<file path="src/rtl/packet_fifo_core_if.sv">
// Stream bundle for packet_fifo_core: write stream, read stream, packet control and fill level.
// The FIFO takes the slave modport; the producer/consumer side takes master.
interface packet_fifo_core_if #(
    parameter int WIDTH = 8,
    parameter int DEPTH = 16
);
    localparam int ABITS = $clog2(DEPTH);

    logic [ABITS-1:0] level_o;
    logic             drop_i;
    logic             save_i;
    logic             redo_i;
    logic             next_i;
    logic             valid_i;
    logic             ready_o;
    logic             last_i;
    logic [WIDTH-1:0] data_i;
    logic             valid_o;
    logic             ready_i;
    logic             last_o;
    logic [WIDTH-1:0] data_o;

    modport slave (
        output level_o, ready_o, valid_o, last_o, data_o,
        input  drop_i, save_i, redo_i, next_i, valid_i, last_i, data_i, ready_i
    );

    modport master (
        input  level_o, ready_o, valid_o, last_o, data_o,
        output drop_i, save_i, redo_i, next_i, valid_i, last_i, data_i, ready_i
    );
endinterface

</file>
<file path="src/rtl/packet_fifo_core.sv">
// Single-clock packet FIFO: words become readable only once their packet commits.
// Define PACKET_FIFO_REDO_EN to enable read-side packet replay (redo_i) and skip (next_i).
module packet_fifo_core #(
    parameter int WIDTH      = 8,
    parameter int DEPTH      = 16,
    parameter int OUTREG     = 1,
    parameter int USE_LENGTH = 0,
    parameter int MAX_LENGTH = 64
) (
    input  logic               clock,
    input  logic               reset,
    packet_fifo_core_if.slave  bus
);
    localparam int ABITS = $clog2(DEPTH);
    localparam int PB    = ABITS + 1;

    typedef logic [PB-1:0] ptr_t;

    localparam ptr_t LEN_LAST = ptr_t'(MAX_LENGTH - 1);

    logic [WIDTH:0] mem [DEPTH];

    ptr_t wr_ptr, wr_cmt, rd_ptr, rd_pkt;
    ptr_t wr_len, lvl;
    ptr_t rd_ptr_nx, rd_pkt_nx;
    logic full, wr_xfer, wr_last, rd_xfer, rd_jump;

    // Write side
    assign full        = (wr_ptr - rd_pkt) == ptr_t'(DEPTH);
    assign bus.ready_o = !full && !reset;
    assign wr_xfer     = bus.valid_i && bus.ready_o;
    assign wr_len      = wr_ptr - wr_cmt;
    assign wr_last     = bus.last_i || (USE_LENGTH != 0 && wr_len == LEN_LAST);

    always_ff @(posedge clock) begin
        if (reset) begin
            wr_ptr <= '0;
            wr_cmt <= '0;
        end else if (bus.drop_i) begin
            wr_ptr <= wr_cmt;
        end else begin
            wr_ptr <= wr_ptr + ptr_t'(wr_xfer);
            if (wr_xfer && wr_last)
                wr_cmt <= wr_ptr + ptr_t'(1);
            else if (bus.save_i)
                wr_cmt <= wr_ptr + ptr_t'(wr_xfer);
        end
    end

    // A write dropped in the same cycle lands in free space and is never exposed.
    always_ff @(posedge clock) begin
        if (wr_xfer)
            mem[wr_ptr[ABITS-1:0]] <= {wr_last, bus.data_i};
    end

    assign lvl         = wr_cmt - rd_ptr;
    assign bus.level_o = lvl[ABITS] ? '1 : lvl[ABITS-1:0];

    assign rd_xfer = bus.valid_o && bus.ready_i;

`ifdef PACKET_FIFO_REDO_EN
    logic [DEPTH-1:0] lastv;
    ptr_t             avail, nxt_pkt, idx;
    logic             found;

    // Last flags kept in flops so next_i can scan ahead without touching the RAM.
    always_ff @(posedge clock) begin
        if (reset)
            lastv <= '0;
        else if (wr_xfer)
            lastv[wr_ptr[ABITS-1:0]] <= wr_last;
    end

    always_comb begin
        avail   = wr_cmt - rd_ptr;
        nxt_pkt = wr_cmt;
        idx     = rd_ptr;
        found   = 1'b0;
        for (int k = 0; k < DEPTH; k++) begin
            idx = rd_ptr + ptr_t'(k);
            if (!found && ptr_t'(k) < avail && lastv[idx[ABITS-1:0]]) begin
                found   = 1'b1;
                nxt_pkt = idx + ptr_t'(1);
            end
        end
    end

    always_comb begin
        rd_ptr_nx = rd_ptr + ptr_t'(rd_xfer);
        rd_pkt_nx = rd_pkt;
        rd_jump   = 1'b0;
        if (rd_xfer && bus.last_o)
            rd_pkt_nx = rd_ptr + ptr_t'(1);
        if (bus.redo_i) begin
            rd_ptr_nx = rd_pkt;
            rd_pkt_nx = rd_pkt;
            rd_jump   = 1'b1;
        end else if (bus.next_i) begin
            rd_ptr_nx = nxt_pkt;
            rd_pkt_nx = nxt_pkt;
            rd_jump   = 1'b1;
        end
    end
`else
    logic unused_ctl;
    assign unused_ctl = bus.redo_i | bus.next_i;

    // No replay possible, so space is released word by word.
    always_comb begin
        rd_ptr_nx = rd_ptr + ptr_t'(rd_xfer);
        rd_pkt_nx = rd_ptr_nx;
        rd_jump   = 1'b0;
    end
`endif

    always_ff @(posedge clock) begin
        if (reset) begin
            rd_ptr <= '0;
            rd_pkt <= '0;
        end else begin
            rd_ptr <= rd_ptr_nx;
            rd_pkt <= rd_pkt_nx;
        end
    end

    generate
        if (OUTREG != 0) begin : g_oreg
            // fe_ptr runs one word ahead of rd_ptr whenever the output register is full.
            ptr_t           fe_ptr;
            logic           out_vld, load;
            logic [WIDTH:0] out_word;

            assign load = (fe_ptr != wr_cmt) && (!out_vld || bus.ready_i) && !rd_jump;

            always_ff @(posedge clock) begin
                if (reset) begin
                    fe_ptr  <= '0;
                    out_vld <= 1'b0;
                end else if (rd_jump) begin
                    fe_ptr  <= rd_ptr_nx;
                    out_vld <= 1'b0;
                end else if (load) begin
                    fe_ptr  <= fe_ptr + ptr_t'(1);
                    out_vld <= 1'b1;
                end else if (rd_xfer) begin
                    out_vld <= 1'b0;
                end
            end

            always_ff @(posedge clock) begin
                if (load)
                    out_word <= mem[fe_ptr[ABITS-1:0]];
            end

            assign bus.valid_o = out_vld;
            assign bus.last_o  = out_vld && out_word[WIDTH];
            assign bus.data_o  = out_vld ? out_word[WIDTH-1:0] : '0;
        end else begin : g_comb
            logic           rd_vld;
            logic [WIDTH:0] rd_word;

            assign rd_vld      = rd_ptr != wr_cmt;
            assign rd_word     = mem[rd_ptr[ABITS-1:0]];
            assign bus.valid_o = rd_vld;
            assign bus.last_o  = rd_vld && rd_word[WIDTH];
            assign bus.data_o  = rd_vld ? rd_word[WIDTH-1:0] : '0;
        end
    endgenerate

endmodule

</file>
<file path="src/flat_wrapper.sv">
// flat-port wrapper written by rule: the top's interface ports become plain ports
module packet_fifo_core_flat 
#(
    parameter int WIDTH      = 8,
    parameter int DEPTH      = 16,
    parameter int OUTREG     = 1,
    parameter int USE_LENGTH = 0,
    parameter int MAX_LENGTH = 64
)
  (clock, reset, bus_level_o, bus_ready_o, bus_valid_o, bus_last_o, bus_data_o, bus_drop_i, bus_save_i, bus_redo_i, bus_next_i, bus_valid_i, bus_last_i, bus_data_i, bus_ready_i);
  packet_fifo_core_if #(.WIDTH(WIDTH), .DEPTH(DEPTH)) bus_i ();
  input  logic clock;
  input  logic reset;
  output wire logic [$bits(bus_i.level_o)-1:0] bus_level_o;
  output wire logic [$bits(bus_i.ready_o)-1:0] bus_ready_o;
  output wire logic [$bits(bus_i.valid_o)-1:0] bus_valid_o;
  output wire logic [$bits(bus_i.last_o)-1:0] bus_last_o;
  output wire logic [$bits(bus_i.data_o)-1:0] bus_data_o;
  input wire logic [$bits(bus_i.drop_i)-1:0] bus_drop_i;
  input wire logic [$bits(bus_i.save_i)-1:0] bus_save_i;
  input wire logic [$bits(bus_i.redo_i)-1:0] bus_redo_i;
  input wire logic [$bits(bus_i.next_i)-1:0] bus_next_i;
  input wire logic [$bits(bus_i.valid_i)-1:0] bus_valid_i;
  input wire logic [$bits(bus_i.last_i)-1:0] bus_last_i;
  input wire logic [$bits(bus_i.data_i)-1:0] bus_data_i;
  input wire logic [$bits(bus_i.ready_i)-1:0] bus_ready_i;
  assign bus_level_o = bus_i.level_o;
  assign bus_ready_o = bus_i.ready_o;
  assign bus_valid_o = bus_i.valid_o;
  assign bus_last_o = bus_i.last_o;
  assign bus_data_o = bus_i.data_o;
  assign bus_i.drop_i = bus_drop_i;
  assign bus_i.save_i = bus_save_i;
  assign bus_i.redo_i = bus_redo_i;
  assign bus_i.next_i = bus_next_i;
  assign bus_i.valid_i = bus_valid_i;
  assign bus_i.last_i = bus_last_i;
  assign bus_i.data_i = bus_data_i;
  assign bus_i.ready_i = bus_ready_i;
  packet_fifo_core #(.WIDTH(WIDTH), .DEPTH(DEPTH), .OUTREG(OUTREG), .USE_LENGTH(USE_LENGTH), .MAX_LENGTH(MAX_LENGTH)) u_core (.clock(clock), .reset(reset), .bus(bus_i));
endmodule
</file>
<file path="config.mk">
export PLATFORM = sky130hd
export DESIGN_NAME = packet_fifo_core_flat
export DESIGN_NICKNAME = d
export VERILOG_FILES = /design/src/rtl/packet_fifo_core_if.sv /design/src/rtl/packet_fifo_core.sv /design/src/flat_wrapper.sv
export SDC_FILE = /design/constraint.sdc
export NUM_CORES = 1
export LEC_CHECK = 0
export CORE_ASPECT_RATIO = 0.8
export CORE_MARGIN = 5
export CORE_UTILIZATION = 45
export CTS_BUF_LIST = sky130_fd_sc_hd__clkbuf_2
export CTS_CLUSTER_SIZE = 20
export DETAILED_ROUTE_END_ITERATION = 8
export PLACE_DENSITY_LB_ADDON = 0.15
export SETUP_SLACK_MARGIN = 0.3
export SYNTH_ARGS = -nofsm -noshare
export SYNTH_HDL_FRONTEND = slang
export SYNTH_SLANG_ARGS = --single-unit
</file>
<file path="constraint.sdc">
create_clock -name clock -period 3.65 [get_ports clock]
set_clock_uncertainty 0.2 [all_clocks]
set_input_delay 0.365 -clock clock [delete_from_list [all_inputs] [get_ports clock]]
set_output_delay 0.365 -clock clock [all_outputs]
set_load 0.02 [all_outputs]
</file>
Word level (Yosys, flattened, before mapping)
Memories as Yosys holds them, arrays and structs flattened. A register that Yosys moved wholly into a read port is not among the register bits.
Index checks and enable logic that the tools add are counted.
Word-level totals
  memories kept: 1
  logic and storage cells: 37
  memory bits (writable): 144
  flip-flop bits (word level): 21
Memories
  u_core.mem: depth 16, width 9, read ports 1, clocked after Yosys merged registers in 1, wr ports 1, line packet_fifo_core.sv:21  | logic [WIDTH:0] mem [DEPTH];
Cells by class
  bitwise gates (word level): 1
  add/subtract/negate cells: 6
  reductions and logical operators: 13
  equal/unequal tests: 2
  multiplexer cells: 9
Operators by type and width (number)
  $mux W5: 3
  $add A5 B1 Y5: 2
  $add A5 B1 Y5 const B: 2
  $sub A5 B5 Y5: 2
  $mux W8: 1
  $logic_and A1 B1 Y1: 6
  $eq A5 B5 Y1 const B: 1
  $ne A5 B5 Y1: 1
  $mux W1: 4
  $mux W4: 1
  $reduce_bool A2 Y1: 2
  $logic_not A1 Y1: 3
  $reduce_and A2 Y1: 1
  $logic_or A1 B1 Y1: 1
  $not A1 Y1: 1

Longest topological paths before layout
  word-level depth: 8
  gate-level depth with buffers: 12
  depth with buffers taken out: 12

Worst setup path after synthesis
Ideal clock, no wire load.
  path kind: register to register
  start: register, netlist name u_core.rd_ptr[3]
  end: memory u_core.mem[8][0] in the netlist's numbering (enable)
  stages on the path, launching flop included: 8
  slack: 0.720 ns
  arrival time: 2.343 ns
  period minus slack after synthesis: 2.930 ns
  cell sequence: dfxtp_1 -> inv_1 -> ha_1 -> xor2_1 -> o22ai_2 -> a311oi_2 -> nand2_1 -> nor3_1
RTL lines (line)
  end: declaration: packet_fifo_core.sv:21

Final worst setup path
  start: register u_core.wr_ptr[3]
  end: register u_core.wr_cmt[2]
Between the ends
  longest elaborated chain between the ends: 8
  elaborated cells between the ends (all ways): 11
  classes of those cells: add/sub: 2; eq/ne: 1; mux: 2; reduce/logical: 6
Ends and longest elaborated chain
  start: declaration: line packet_fifo_core.sv:23  | ptr_t wr_ptr, wr_cmt, rd_ptr, rd_pkt;
  start signal: assignment: line packet_fifo_core.sv:40  | wr_ptr <= wr_cmt;
  start signal: assignment: line packet_fifo_core.sv:42  | wr_ptr <= wr_ptr + ptr_t'(wr_xfer);
  $sub A5 B5 Y5 *: line packet_fifo_core.sv:29  | assign full = (wr_ptr - rd_pkt) == ptr_t'(DEPTH);
  $eq A5 B5 Y1 *: line packet_fifo_core.sv:29
  $logic_not A1 Y1 *: line packet_fifo_core.sv:30  | assign bus.ready_o = !full && !reset;
  $logic_and A1 B1 Y1 *: line packet_fifo_core.sv:30
  $logic_and A1 B1 Y1 *: line packet_fifo_core.sv:31  | assign wr_xfer = bus.valid_i && bus.ready_o;
  $add A5 B1 Y5 or $logic_and A1 B1 Y1 (tied branches): line packet_fifo_core.sv:46, packet_fifo_core.sv:43
  $mux W5 or $reduce_bool A2 Y1 (tied branches)
  $mux W5 or $reduce_and A2 Y1 (tied branches)
  end signal: assignment: line packet_fifo_core.sv:44  | wr_cmt <= wr_ptr + ptr_t'(1);
  end signal: assignment: line packet_fifo_core.sv:46  | wr_cmt <= wr_ptr + ptr_t'(wr_xfer);
  end: declaration: line packet_fifo_core.sv:23
Every way passes the cells marked *; elsewhere a longest branch is shown, timed or not. The select of a mux whose other input is x is not followed.
A chain may end at the register's enable or synchronous reset.

==> key figures <==
Critical path
  – CP startpoint kind: flip-flop
  – Worst path max stage delay: between 0.6 and 0.7 ns
  – Critical path endpoint category: flip-flop
  – Crit path max-delay cell type: dfxtp_1
  – Cell mode on critical path: ha_1
  – Critical path, cell by cell: ha_1, xor2_1, o22ai_4, a311oi_2, buf_4, ha_1, ha_1, xor2_1, nor2_1, nand2_1, o21ai_0, a211oi_1
  – Critical Path RT: between 4 and 5 ns
  – Crit Path Category: reg -> reg
  – Top delay family on crit path: compound AO/OA/AOI/OAI gates
  – Worst-path fanout max: 10
  – Critical Path AT: about 3.6 ns
  – WP buf/inv: 1

Floorplanning
  – Core ar.: between 15000 and 20000 um2
  – Top Ports: 32
  – Chip height: 123.6 um
  – Starting Density: 45.91%
  – Num rows: between 40 and 50
  – Width of the die: 152.0 um
  – Die area: approximately 19000 um2

Synth
  – Synth Warn #: 0
  – Synth Flop Type: edfxtp_1
  – Post-synthesis compound-gate area fraction: 2.691%
  – Post-synthesis cell type count: 42
  – List of most frequent post-synthesis cells: edfxtp_1 (153), mux4_2 (45), dfxtp_1 (21), nor2_1 (21)
  – Synthesized flop and latch total: about 170
  – Share of the synthesized area in the top cell type: between 60% and 70%
  – Multiplexer share of the synthesized area: between 10% and 20%
  – Most common cell in the netlist: edfxtp_1
  – Simple-gate share of the synthesized area: under 10%
  – Synthesized net count: 436
  – Avg Cell Area, Syn: between 15 and 20 um2
  – Synth Area in XOR/XNOR: under 10%
  – Main combinational cell family by area after synthesis: multiplexers
  – Synth area leaders: edfxtp_1 (63%), mux4_2 (14%), dfxtp_1 (5.8%)
  – Adder and majority gate portion of the synthesized area: about 3.2%
  – Yosys top cell by area: edfxtp_1
  – Mapped Area: a little over 7000 um2
  – Mapped Cells: 401
  – Sequential-to-total area share from yosys stat: ~69%
  – EDFF count, synth: 153
  – Post-synthesis async set-or-reset flop share: 0%

Clock network
  – Worst-path clk slew: 0.25 ns
  – CTS Buf Count: 17
  – CTS H-Tree Depth: 4
  – Later-pin clock latency in the skew report: a little under 0.7 ns
  – Clock Tree Root: clkbuf_2
  – CTS hold repair buffers: 0
  – # clock sinks: 174
  – Clk buf depth: 2
  – CTS tree: done

Global routing
  – First-pass GRT wire length: between 20000 and 25000 um
  – Largest net degree at the start of global routing: 24
  – Grt total ovfl: 0
  – Total GRT Usage: between 10% and 20%
  – Vias in the first global route: around 3700
  – Initial antenna violation count: 0

Hold path
  – Hold Path Class: in -> reg

STA
  – Fin crit period: about 3.1 ns
  – TNS Setup: 0 ns
  – Worst-margin pin slew: between 0.6 and 0.7 ns
  – Final setup fails: 0
  – Share of the cycle needed by the critical path after routing: between 80% and 90%
  – Fin. max-slew vios: 0
  – RSZ-0062 raised after global routing: true
  – Slew headroom: approximately 54%
  – Final hold vios: 0
  – FMAX: 0.3184 GHz

Final layout
  – Fin nets: approximately 490
  – Post-Route Utilization: between 50% and 60%
  – P&R area growth vs syn: 12.16%
  – Layout cells sized above 1: between 20% and 30%
  – N_diodes: 0

Routing
  – Antenna violation net count after detailed routing: 0
  – Post-route DRC: 0
  – DR iter-0 viols: 262
  – Vias per cell: 5.345
  – Pre-antenna DRT Iters: 4
  – Via count: around 3600
  – WL/cell: between 20 and 25 um
  – WL final: around 15000 um

Power
  – Worst vdd ir: ~0.25 mV
  – P_leak: between 0.002 and 0.003 uW
  – PD cells: between 500 and 600 nW/um2

Run status
  – Status: complete, no violations

Place
  – DP HPWL: between 9000 and 10000 um
  – Buffers on Ports: 29
  – GPL Wtd Cong: slightly below 0.8

Run
  – Max-cap violations: 0
[area by class of cell]
class	instances	area [um2]
clock buffers	20	100.1
clock inverters	12	118.9
fillers	1364	7664
inverters	13	48.80
multi-input cells	196	2125
flip-flops and latches	174	5026
well taps	215	269.0
repair buffers	52	449.2
[through the flow]
stage	cell area [um2]	instances	power [uW]	hold slack (ns)	setup slack, ns
finish	8137	682	4377	0.2147	0.5096
global route	8137	682	4612	0.1221	0.2682
CTS	8120	681	4432	0.1279	0.08317
detailed placement	7898	649	3509	0.3291	0.5829
global placement	7898	649	3487	0.3119	0.6222
floorplan	7254	401	3140	0.2639	0.7201
[layout by cell type (no fill, tap or decap), types with 2 or more instances in the layout]
cell	n
nand2_1	17
clkdlybuf4s50_1	24
nor2b_1	6
mux2i_1	6
dfxtp_1	14
nand3_1	5
a211oi_1	2
a21o_1	2
clkinv_2	4
inv_1	13
mux4_2	45
nand4_1	2
ha_1	17
a21oi_1	4
nor2_1	21
and2_1	11
inv_2	2
dfxtp_2	6
xor2_1	14
clkbuf_2	23
nor3_1	11
o21bai_1	2
buf_4	23
bufinv_16	2
xnor2_1	9
and3_1	4
edfxtp_1	153
[worst reg2reg max path, cell delays in order, from the launching register on]
cell	delay [ns]
dfxtp_1	0.61
ha_1	0.34
xor2_1	0.26
o22ai_4	0.13
a311oi_2	0.32
buf_4	0.21
ha_1	0.17
ha_1	0.18
xor2_1	0.15
nor2_1	0.07
nand2_1	0.08
o21ai_0	0.08
a211oi_1	0.26
[where the power goes]
part / total [uW] / switching (uW) / internal [uW]
clock network: 944 / 627 / 318
logic: 1030 / 480 / 554
registers: 2400 / 120 / 2280
total: 4380 / 1230 / 3150
[kinds of logic (layout without fill, tap and decap cells)]
group,count (synthesis),count (layout)
xor gates and xnor gates,24,24
buffers and inverters,31,97
muxes,51,51
DFF,174,174
adders and majority gates,18,18
AOI/OAI and AO/OA,22,22
and+or+nand+nor,81,81
[final timing paths]
check                                  endpoint                     startpoint  cells past startpoint  slack (ns)
setup reg to reg  u_core.wr_cmt[2]$_SDFFE_PP0P_    u_core.wr_ptr[3]$_SDFF_PP0_                     12        0.51
hold reg to reg     u_core.wr_ptr[4]$_SDFF_PP0_  u_core.wr_cmt[4]$_SDFFE_PP0P_                      2        0.35
setup / recovery  u_core.wr_cmt[2]$_SDFFE_PP0P_    u_core.wr_ptr[3]$_SDFF_PP0_                     12        0.51
hold / removal       u_core.mem[7][8]$_DFFE_PP_                     bus_last_i                      2        0.21
[layer usage]
| metal | vias up | track usage [%] | part of all wire (%) |
|---|---|---|---|
| li1 | 1673 | - | - |
| met1 | 1887 | 23.69 | 46 |
| met2 | 80 | 25.94 | 47 |
| met3 | 5 | 4.409 | 6.9 |
| met4 | 0 | 3.874 | 0.51 |
| met5 | - | 0 | 0 |
[timing repair]
action / 4_1_cts / 5_1_grt
buffers inserted: 0 / 1
cloned: 0 / 0
hold endpoints to repair: 0 / 0
pin swaps: 0 / 1
resized for setup: 6 / 14
setup endpoints to repair: 5 / 5
[state kept, by name, summed over array words and instances (netlist names)]
register and flops:
u_core.mem 144, u_core.g_oreg.out_word 9, u_core.g_oreg.fe_ptr 5, u_core.rd_ptr 5, u_core.wr_cmt 5, u_core.wr_ptr 5, u_core.bus.valid_o 1
Power figures use the tool's default switching activity.
